==> config.mk <==
export PLATFORM = sky130hd
export DESIGN_NAME = branch_resolve_buffer
export DESIGN_NICKNAME = d
export VERILOG_FILES = /design/src/rtl/branch_resolve_buffer_pkg.sv /design/src/rtl/branch_resolve_buffer_ptr_ctrl.sv /design/src/rtl/branch_resolve_buffer.sv
export SDC_FILE = /design/constraint.sdc
export NUM_CORES = 1
export LEC_CHECK = 0
export BUFFER_PORTS_ARGS = -buffer_cell sky130_fd_sc_hd__buf_4
export CAP_MARGIN = 20
export CORE_ASPECT_RATIO = 2
export CORE_MARGIN = 2
export CORE_UTILIZATION = 50
export CTS_CLUSTER_SIZE = 8
export DETAILED_ROUTE_END_ITERATION = 12
export PLACE_DENSITY_LB_ADDON = 0.2
export SYNTH_ARGS = -nofsm -noshare
export SYNTH_HDL_FRONTEND = slang
export SYNTH_SLANG_ARGS = --single-unit
export TNS_END_PERCENT = 50
==> constraint.sdc <==
create_clock -name clk -period 5.3 [get_ports clk]
set_clock_uncertainty 0.05 [all_clocks]
set_input_delay 0 -clock clk [delete_from_list [all_inputs] [get_ports clk]]
set_output_delay 0 -clock clk [all_outputs]
set_load 0.03 [all_outputs]
==> src/rtl/branch_resolve_buffer_pkg.sv <==
// Shared types and constants for the branch resolve buffer slice.
// Latency: n/a (declarations only).
// Backpressure: n/a (declarations only).
package branch_pkg;

  localparam int          BRB_PC_W   = 32;
  localparam logic [31:0] PC_INC     = 32'd4;
  localparam int          BHT_IDX_W  = 4;
  localparam logic [5:0]  BEQ_OPCODE = 6'b000100;

  // One in-flight predicted branch as recorded at fetch.
  typedef struct packed {
    logic [BRB_PC_W-1:0] pc;
    logic                pred;
    logic [BRB_PC_W-1:0] target;
  } brb_entry_t;

endpackage

==> src/rtl/branch_resolve_buffer_ptr_ctrl.sv <==
// Head/tail/occupancy bookkeeping for the branch resolve buffer ring.
// Latency: pointer and count updates land on the clock edge after push/pop/flush.
// Backpressure: full is derived from count alone; the caller gates push with it.
module brb_ptr_ctrl #(
  parameter int DEPTH = 4,
  parameter int PTR_W = $clog2(DEPTH),
  parameter int CNT_W = $clog2(DEPTH) + 1
) (
  input  logic             clk,
  input  logic             rst_n,
  input  logic             push,
  input  logic             pop,
  input  logic             flush,
  output logic [PTR_W-1:0] head,
  output logic [PTR_W-1:0] tail,
  output logic [CNT_W-1:0] count,
  output logic             full,
  output logic             empty
);

  assign full  = (count == CNT_W'(DEPTH));
  assign empty = (count == '0);

  // Flush discards every younger entry: both pointers land just past the popped head.
  always_ff @(posedge clk or negedge rst_n) begin
    if (!rst_n) begin
      head  <= '0;
      tail  <= '0;
      count <= '0;
    end else if (flush) begin
      head  <= head + 1'b1;
      tail  <= head + 1'b1;
      count <= '0;
    end else begin
      if (push) tail <= tail + 1'b1;
      if (pop)  head <= head + 1'b1;
      case ({push, pop})
        2'b10:   count <= count + 1'b1;
        2'b01:   count <= count - 1'b1;
        default: count <= count;
      endcase
    end
  end

endmodule

==> src/rtl/branch_resolve_buffer.sv <==
// In-order buffer of predicted branches; emits predictor update and mispredict redirect.
// Latency: update/redirect outputs register one cycle after the resolve fires.
// Backpressure: alloc_ready drops when full (no same-cycle bypass); optional stats via BRB_STATS_EN.
module branch_resolve_buffer
  import branch_pkg::*;
#(
  parameter int DEPTH = 4,
  parameter int PC_W  = 32,
  parameter int CNT_W = $clog2(DEPTH) + 1
) (
  input  logic             clk,
  input  logic             rst_n,
  input  logic             alloc_valid,
  output logic             alloc_ready,
  input  logic [PC_W-1:0]  alloc_pc,
  input  logic             alloc_pred,
  input  logic [PC_W-1:0]  alloc_target,
  input  logic             resolve_valid,
  input  logic             resolve_taken,
  output logic             upd_valid,
  output logic [PC_W-1:0]  upd_pc,
  output logic             upd_outcome,
  output logic             mispredict,
  output logic [PC_W-1:0]  redirect_pc,
  output logic [CNT_W-1:0] count,
  output logic             stray_resolve,
  output logic [15:0]      stat_resolved,
  output logic [15:0]      stat_mispred
);

  localparam int PTR_W = $clog2(DEPTH);

  brb_entry_t       mem [DEPTH];
  brb_entry_t       head_e;
  logic [PTR_W-1:0] head;
  logic [PTR_W-1:0] tail;
  logic             full;
  logic             empty;
  logic             pop;
  logic             wrong;
  logic             flush;
  logic             push;

  assign head_e      = mem[head];
  assign pop         = resolve_valid && !empty;
  assign wrong       = (resolve_taken != head_e.pred);
  assign flush       = pop && wrong;
  // An alloc racing a mispredict belongs to the wrong path and is dropped.
  assign push        = alloc_valid && !full && !flush;
  assign alloc_ready = !full;

  brb_ptr_ctrl #(
    .DEPTH (DEPTH),
    .PTR_W (PTR_W),
    .CNT_W (CNT_W)
  ) u_ptr (
    .clk   (clk),
    .rst_n (rst_n),
    .push  (push),
    .pop   (pop),
    .flush (flush),
    .head  (head),
    .tail  (tail),
    .count (count),
    .full  (full),
    .empty (empty)
  );

  // Entry storage is write-only at tail; contents need no reset.
  always_ff @(posedge clk) begin
    if (push) begin
      mem[tail] <= '{pc: BRB_PC_W'(alloc_pc), pred: alloc_pred, target: BRB_PC_W'(alloc_target)};
    end
  end

  // Registered update/redirect strobes; payloads hold between strobes.
  always_ff @(posedge clk or negedge rst_n) begin
    if (!rst_n) begin
      upd_valid     <= 1'b0;
      upd_pc        <= '0;
      upd_outcome   <= 1'b0;
      mispredict    <= 1'b0;
      redirect_pc   <= '0;
      stray_resolve <= 1'b0;
    end else begin
      upd_valid     <= pop;
      mispredict    <= flush;
      stray_resolve <= resolve_valid && empty;
      if (pop) begin
        upd_pc      <= PC_W'(head_e.pc);
        upd_outcome <= resolve_taken;
      end
      if (flush) begin
        redirect_pc <= resolve_taken ? PC_W'(head_e.target) : PC_W'(head_e.pc + PC_INC);
      end
    end
  end

`ifdef BRB_STATS_EN
  // Saturating resolve / mispredict counters.
  always_ff @(posedge clk or negedge rst_n) begin
    if (!rst_n) begin
      stat_resolved <= '0;
      stat_mispred  <= '0;
    end else begin
      if (pop && stat_resolved != 16'hFFFF)  stat_resolved <= stat_resolved + 16'd1;
      if (flush && stat_mispred != 16'hFFFF) stat_mispred  <= stat_mispred + 16'd1;
    end
  end
`else
  assign stat_resolved = '0;
  assign stat_mispred  = '0;
`endif

endmodule

==> impl_metrics.csv, run 1 <==
group,metric,value,unit
outcome,status,"complete, no violations",
placed_design,numPortBuffers,141,
finish,layout-drive-gt1-share,0.2619,
floorplan,core,0.02669,mm2
timing,rsz0062_at_grt,"no",
critical_path,end_kind,"register",
detailed_routing,drt_iter0_drc,571,
grt,grt_pass1_vias,8035,
finish,area_delta_synth_final,25.05,%
hold_path,hold_class,"in -> reg",
synthesis,ys_ff_latch,335,
detailed_routing,drtAntennaViolNets,0,
finish,final_cell_mix,"edfxtp_1, buf_4, nand2_1",
detailed_routing,wl,30050,um
synthesis,yosys.area_share.adder,0.006120,
synthesis,synthCells,803,
critical_path,required,5670,ps
synthesis,synth_xor_area_frac,0.02142,
timing,tns,0,ps
clock_tree,clkSinkCount,335,
clock_tree,cts.path.max_buffers,3,
detailed_routing,wl_per_cell,21.15,um
power,ir_drop,0.4236,mV
timing,finalHoldWorstSlack,160.5,ps
grt,grt_usage,0.2175,
detailed_routing,vias_per_cell,5.358,
critical_path,critPathKind,"reg -> reg",
timing,period_needed,3660,ps
detailed_routing,drcViolationCount,0,
critical_path,critPathMaxStageDelay,620,ps
clock_tree,htreeDepth,2,
synthesis,synth-simple-area-share,0.06796,
critical_path,crit_path_start_kind,"register",
clock_tree,cts_buffers,47,
synthesis,yosys_warnings,0,
grt,grt_overflow_total,0,
finish,antennaDiodeCount,0,
clock_tree,cts_tree,"done",
timing,period_share,0.6905,
floorplan,std_cell_rows,85,
critical_path,regToRegStartpoint,"u_ptr.head[0]$_DFFE_PN0P_",
detailed_routing,num_vias,7614,
timing,fmax,273.2,MHz
critical_path,startpoint,"u_ptr.head[0]$_DFFE_PN0P_",
synthesis,synth_area_per_cell,16.80,um2
timing,final_max_slew_viol_count,0,
synthesis,synth_cell_types,50,
critical_path,crit_fanout,25,
placed_design,gp_congestion,0.8678,
hold_path,hold_start,"alloc_pc[11]",
critical_path,r2r_slack,1640,ps
grt,grt_pass1_wl,46340,um
timing,slew_headroom,0.3458,
run,max_cap_violations,0,
grt,grt_max_degree,71,
floorplan,die-width,120.2,um
clock_tree,clockRootBuffer,"clkbuf_16",
clock_tree,clk_latency,540,ps
timing,setup-violations-final,0,
synthesis,synth_compound_area_frac,0.02865,
finish,layout_commonest_cell,"edfxtp_1",
timing,hold_viol,0,
power,p_leak,6.362,nW
clock_tree,clk_pin_slew,50,ps
floorplan,die_h,236.3,um
detailed_routing,firstDrtPassIters,5,
floorplan,die_area,0.02840,mm2
power,p_per_area,605.3,mW/mm2
synthesis,muxShareOfSynthArea,0.1206,
finish,nFillCells,1966,
floorplan,io_pins,174,
critical_path,arrival,4030,ps
timing,tightest_slew,981.4,ps
critical_path,crit_chain,"mux4_2 -> xnor2_1 -> nand2b_2 -> inv_2 -> nor2_1 -> nor2_1 -> fa_1 -> mux4_2 -> a32o_1",
critical_path,cpMaxStageDelayCell,"dfrtp_4",
finish,nets,1111,
synthesis,seq_area_frac_synth,0.7177,
placed_design,dpl.hpwl,18900,um
synthesis,syn_area,0.01349,mm2
floorplan,start_util,0.5055,
synthesis,synth_top_family_by_area,"multiplexers",
grt,antenna_found_initial,0,
## power by group
| group | total (mW) | switching, mW | internal (mW) |
|---|---|---|---|
| logic | 3.58 | 2.19 | 1.38 |
| clock network | 2.75 | 1.04 | 1.71 |
| registers | 3.88 | 0.323 | 3.56 |
| total | 10.2 | 3.56 | 6.66 |
## worst max-delay path, delay by kind of cell (launching register included)
family | cells | cell delay (ps)
fa+ha+maj | 1 | 400
buf+inv | 1 | 270
compound gates | 1 | 210
xor+xnor | 1 | 230
mux | 2 | 1050
flops | 1 | 620
simple gates | 3 | 690
## final timing paths
kind | cells past startpoint | endpoint
worst min register to register | 2 | upd_pc[13]$_DFFE_PN0P_
max in group asynchronous | 3 | u_ptr.head[1]$_DFFE_PN0P_
worst max-delay path | 9 | u_ptr.count[2]$_DFFE_PN0P_
min in group asynchronous | 3 | u_ptr.count[2]$_DFFE_PN0P_
worst min-delay path | 2 | mem[3][44]$_DFFE_PP_
worst max register to register | 9 | u_ptr.count[2]$_DFFE_PN0P_
## layer usage
layer,up-vias,GRT usage,part of all wire
met4,0,0.08128,0.029
met3,65,0.03409,0.052
li1,3449,-,-
met1,3867,0.2683,0.38
met2,233,0.3836,0.54
met5,-,0,0
## registers in the layout (all words and copies together), names as in the netlist
signal         count
mem              260
redirect_pc       32
upd_pc            32
u_ptr.count        3
u_ptr.head         2
u_ptr.tail         2
mispredict         1
stray_resolve      1
upd_outcome        1
upd_valid          1
## logic make-up after synthesis
| family | count (synthesis) |
|---|---|
| XOR/XNOR | 33 |
| AND/OR/NAND/NOR | 200 |
| AO/OA/AOI/OAI | 68 |
| multiplexers | 78 |
| other | 1 |
| adder cells (fa/ha/maj) | 6 |
| flip-flops | 335 |
| buffers and inverters | 82 |
## cell usage after synthesis, drive strengths merged
library cell,instances,share of area
nand4b,1,0.00065
a21oi,26,0.0096
and4,1,0.00065
a32o,2,0.0015
clkbuf,16,0.0045
a21o,1,0.00056
inv,9,0.0025
ha,5,0.0046
nor2b,2,0.00093
nand3b,2,0.0011
o22ai,17,0.0079
xor2,20,0.013
conb,1,0.00028
nor3,5,0.0022
nand2b,3,0.0014
or3,1,0.00046
nor2,28,0.0078
a221oi,1,0.00065
nand2,119,0.033
a22oi,1,0.00056
edfxtp,260,0.58
nor4,2,0.0020
a22o,1,0.00065
and2,4,0.0019
nor4b,1,0.0011
mux4,66,0.11
mux2i,10,0.0074
buf,57,0.030
xnor2,13,0.0084
mux2,2,0.0017
nor3b,1,0.00056
o211ai,1,0.00056
fa,1,0.0015
nand3,12,0.0057
and3,8,0.0037
o21ai,18,0.0067
nand4,10,0.0046
dfrtp,75,0.14
## final cells by class
cell class	instances	area, um2	share of cell area
Sequential cell	335	9689	0.5742
Multi-Input combinational cell	417	3433	0.2035
Timing Repair Buffer	225	1914	0.1134
Clock buffer	87	1369	0.08112
Tap cell	348	435.4	0.02580
Inverter	9	33.78	0.002002
## timing repair
item,4_1_cts,5_1_grt
setup endpoints to repair,0,0
setup buffers,0,0
resized for setup,0,0
hold buffers,70,0
hold endpoints to repair,340,0
## through the flow
step / cell area, um2 / power [mW] / setup WS (ps) / utilization / instances
floorplan: 13610 / 6.286 / 1538 / - / 834
global placement: 14810 / 7.462 / 1706 / 0.5546 / 1264
detailed placement: 14810 / 7.519 / 1651 / 0.5546 / 1264
CTS: 16870 / 10.33 / 1646 / 0.6322 / 1421
global route: 16870 / 10.70 / 1349 / 0.6322 / 1421
finish: 16870 / 10.21 / 1640 / 0.6322 / 1421
(Power assumes the default switching activity.)
==> run 2, diff against run 1 <==
- clock period: 5.3 -> 3.6 ns (I/O delays scaled with it)
==> run 2 against run 1 <==
Design area rose by 0.14%. Fmax rose by 15%. Sequential cell count did not move. Sequential share of layout area fell by 0.081 points. Sequential power rose by 46%. Combinational power rose by 49%. Critical path type unchanged. Critical endpoint is now redirect_pc[16]$_DFFE_PN0P_. Largest power group unchanged.
==> impl_metrics.csv, run 2 (synthesis gave the netlist of run 1 again) <==
group,metric,value,unit
placed_design,dpl.hpwl,18770,um
grt,grt_max_degree,51,
timing,tightest_slew,901.5,ps
critical_path,crit_chain,"buf_4 -> mux4_2 -> ha_1 -> nand2_1 -> o22ai_1 -> nor2b_1 -> nor4b_2 -> xnor2_1 -> o21ai_0",
critical_path,critPathMaxStageDelay,650,ps
power,p_per_area,889.2,mW/mm2
finish,antennaDiodeCount,0,
finish,reg_top3,"mem: 260 flops, redirect_pc: 32 flops, upd_pc: 32 flops",
power,p_int,9.825,mW
finish,nets,1115,
critical_path,r2r_slack,410,ps
critical_path,rr_worst_depth,9,
power,p_leak,6.381,nW
floorplan,die_area,0.02840,mm2
critical_path,regToRegStartpoint,"u_ptr.head[0]$_DFFE_PN0P_",
critical_path,critPathBufInv,1,
finish,area_delta_synth_final,25.23,%
critical_path,crit_family,"simple AND/OR/NAND/NOR gates",
finish,final_cell_mix,"edfxtp_1, buf_4, nand2_1",
clock_tree,htreeDepth,2,
clock_tree,cts_tree,"done",
clock_tree,clk_pin_slew,50,ps
timing,rsz0062_at_grt,"no",
power,p_switching,5.201,mW
detailed_routing,drcViolationCount,0,
floorplan,die-width,120.2,um
timing,period_share,0.8873,
timing,setup-violations-final,0,
hold_path,hold_class,"in -> async",
floorplan,die_h,236.3,um
critical_path,end_kind,"register",
clock_tree,cts-hold-fix-buffers,69,
grt,grt_overflow_total,0,
floorplan,std_cell_rows,85,
detailed_routing,wl_per_cell,21.01,um
detailed_routing,wl,29920,um
grt,grt_pass1_vias,7976,
detailed_routing,vias_per_cell,5.381,
detailed_routing,firstDrtPassIters,7,
timing,final_max_slew_viol_count,0,
power,sw_frac_of_total,0.3461,
run,max_cap_violations,0,
power,power_frac_comb,0.356,
clock_tree,post_cts_resize_count,0,
power,power,15.03,mW
clock_tree,clockRootBuffer,"clkbuf_16",
critical_path,r2r-end,"redirect_pc[16]$_DFFE_PN0P_",
critical_path,arrival,3540,ps
timing,finalHoldWorstSlack,5.540,ps
timing,period_needed,3194,ps
clock_tree,clk_latency,540,ps
floorplan,start_util,0.5055,
grt,grt_pass1_wl,45570,um
timing,slew_headroom,0.3990,
critical_path,critPathKind,"reg -> reg",
placed_design,numPortBuffers,141,
outcome,status,"complete, no violations",
clock_tree,cts_buffers,47,
grt,antenna_found_initial,0,
timing,hold_viol,0,
critical_path,cpMaxStageDelayCell,"nor2b_1",
timing,fmax,313.0,MHz
critical_path,crit_path_start_kind,"register",
finish,largest_register,"mem",
clock_tree,clkSinkCount,335,
detailed_routing,drt_iter0_drc,490,
floorplan,io_pins,174,
placed_design,gp_congestion,0.8368,
clock_tree,cts.path.max_buffers,3,
floorplan,core,0.02669,mm2
clock_tree,postCtsSetupBuffers,0,
grt,grt_usage,0.2160,
timing,tns,0,ps
detailed_routing,num_vias,7663,
finish,layout-drive-gt1-share,0.2658,
critical_path,required,3940,ps
power,seqPwrFrac,0.377,
detailed_routing,drtAntennaViolNets,0,
critical_path,cp_num_cells,9,
power,clockPowerShare,0.267,
finish,nFillCells,1980,
critical_path,crit_fanout,26,
power,ir_drop,0.6917,mV
finish,layout_commonest_cell,"edfxtp_1",
finish,largest_register_ffs,260,
[run 2: stage by stage]
stage	setup slack [ps]	instance area (um2)	instances	util
2_1_floorplan	-162.1	13610	834	-
3_3_place_gp	404.7	14840	1269	0.5560
3_5_place_dp	394.2	14840	1269	0.5560
4_1_cts	382.0	16900	1424	0.6330
5_1_grt	149.5	16900	1424	0.6330
6_report	405.6	16900	1424	0.6330
[run 2: per-layer routing]
layer / up-vias / track usage / wire, um
met5: - / 0 / 0
met4: 0 / 0.09091 / 1132
met3: 66 / 0.03723 / 1534
met2: 257 / 0.3798 / 16010
met1: 3875 / 0.2605 / 11230
li1: 3465 / - / -
[run 2: worst max-delay path by stage]
stage	endpoint	startpoint	slack, ps
after global placement	redirect_pc[16]$_DFFE_PN0P_	u_ptr.head[0]$_DFFE_PN0P_	400
after global routing	redirect_pc[16]$_DFFE_PN0P_	u_ptr.head[0]$_DFFE_PN0P_	150
after detailed placement	redirect_pc[16]$_DFFE_PN0P_	u_ptr.head[0]$_DFFE_PN0P_	390
after CTS	redirect_pc[16]$_DFFE_PN0P_	u_ptr.head[0]$_DFFE_PN0P_	380
final	redirect_pc[16]$_DFFE_PN0P_	u_ptr.head[0]$_DFFE_PN0P_	410
after floorplan	mem[2][0]$_DFFE_PP_	u_ptr.head[0]$_DFFE_PN0P_	-160
[run 2: power by group through the flow]
| stage | logic (mW) | registers [mW] | clock network, mW |
|---|---|---|---|
| 3_3_place_gp | 5.31 | 5.68 | 0 |
| 5_1_grt | 5.76 | 5.75 | 4.24 |
| 4_1_cts | 5.44 | 5.67 | 4.08 |
| 6_report | 5.35 | 5.67 | 4.00 |
| 3_5_place_dp | 5.35 | 5.73 | 0 |
| 2_1_floorplan | 2.88 | 6.37 | 0 |
[run 2: layout make-up]
class	count	area [um2]	area share
Sequential cell	335	9689	0.5734
Clock buffer	86	1365	0.08078
Timing Repair Buffer	229	1942	0.1149
Multi-Input combinational cell	417	3433	0.2032
Tap cell	348	435.4	0.02577
Inverter	9	33.78	0.001999
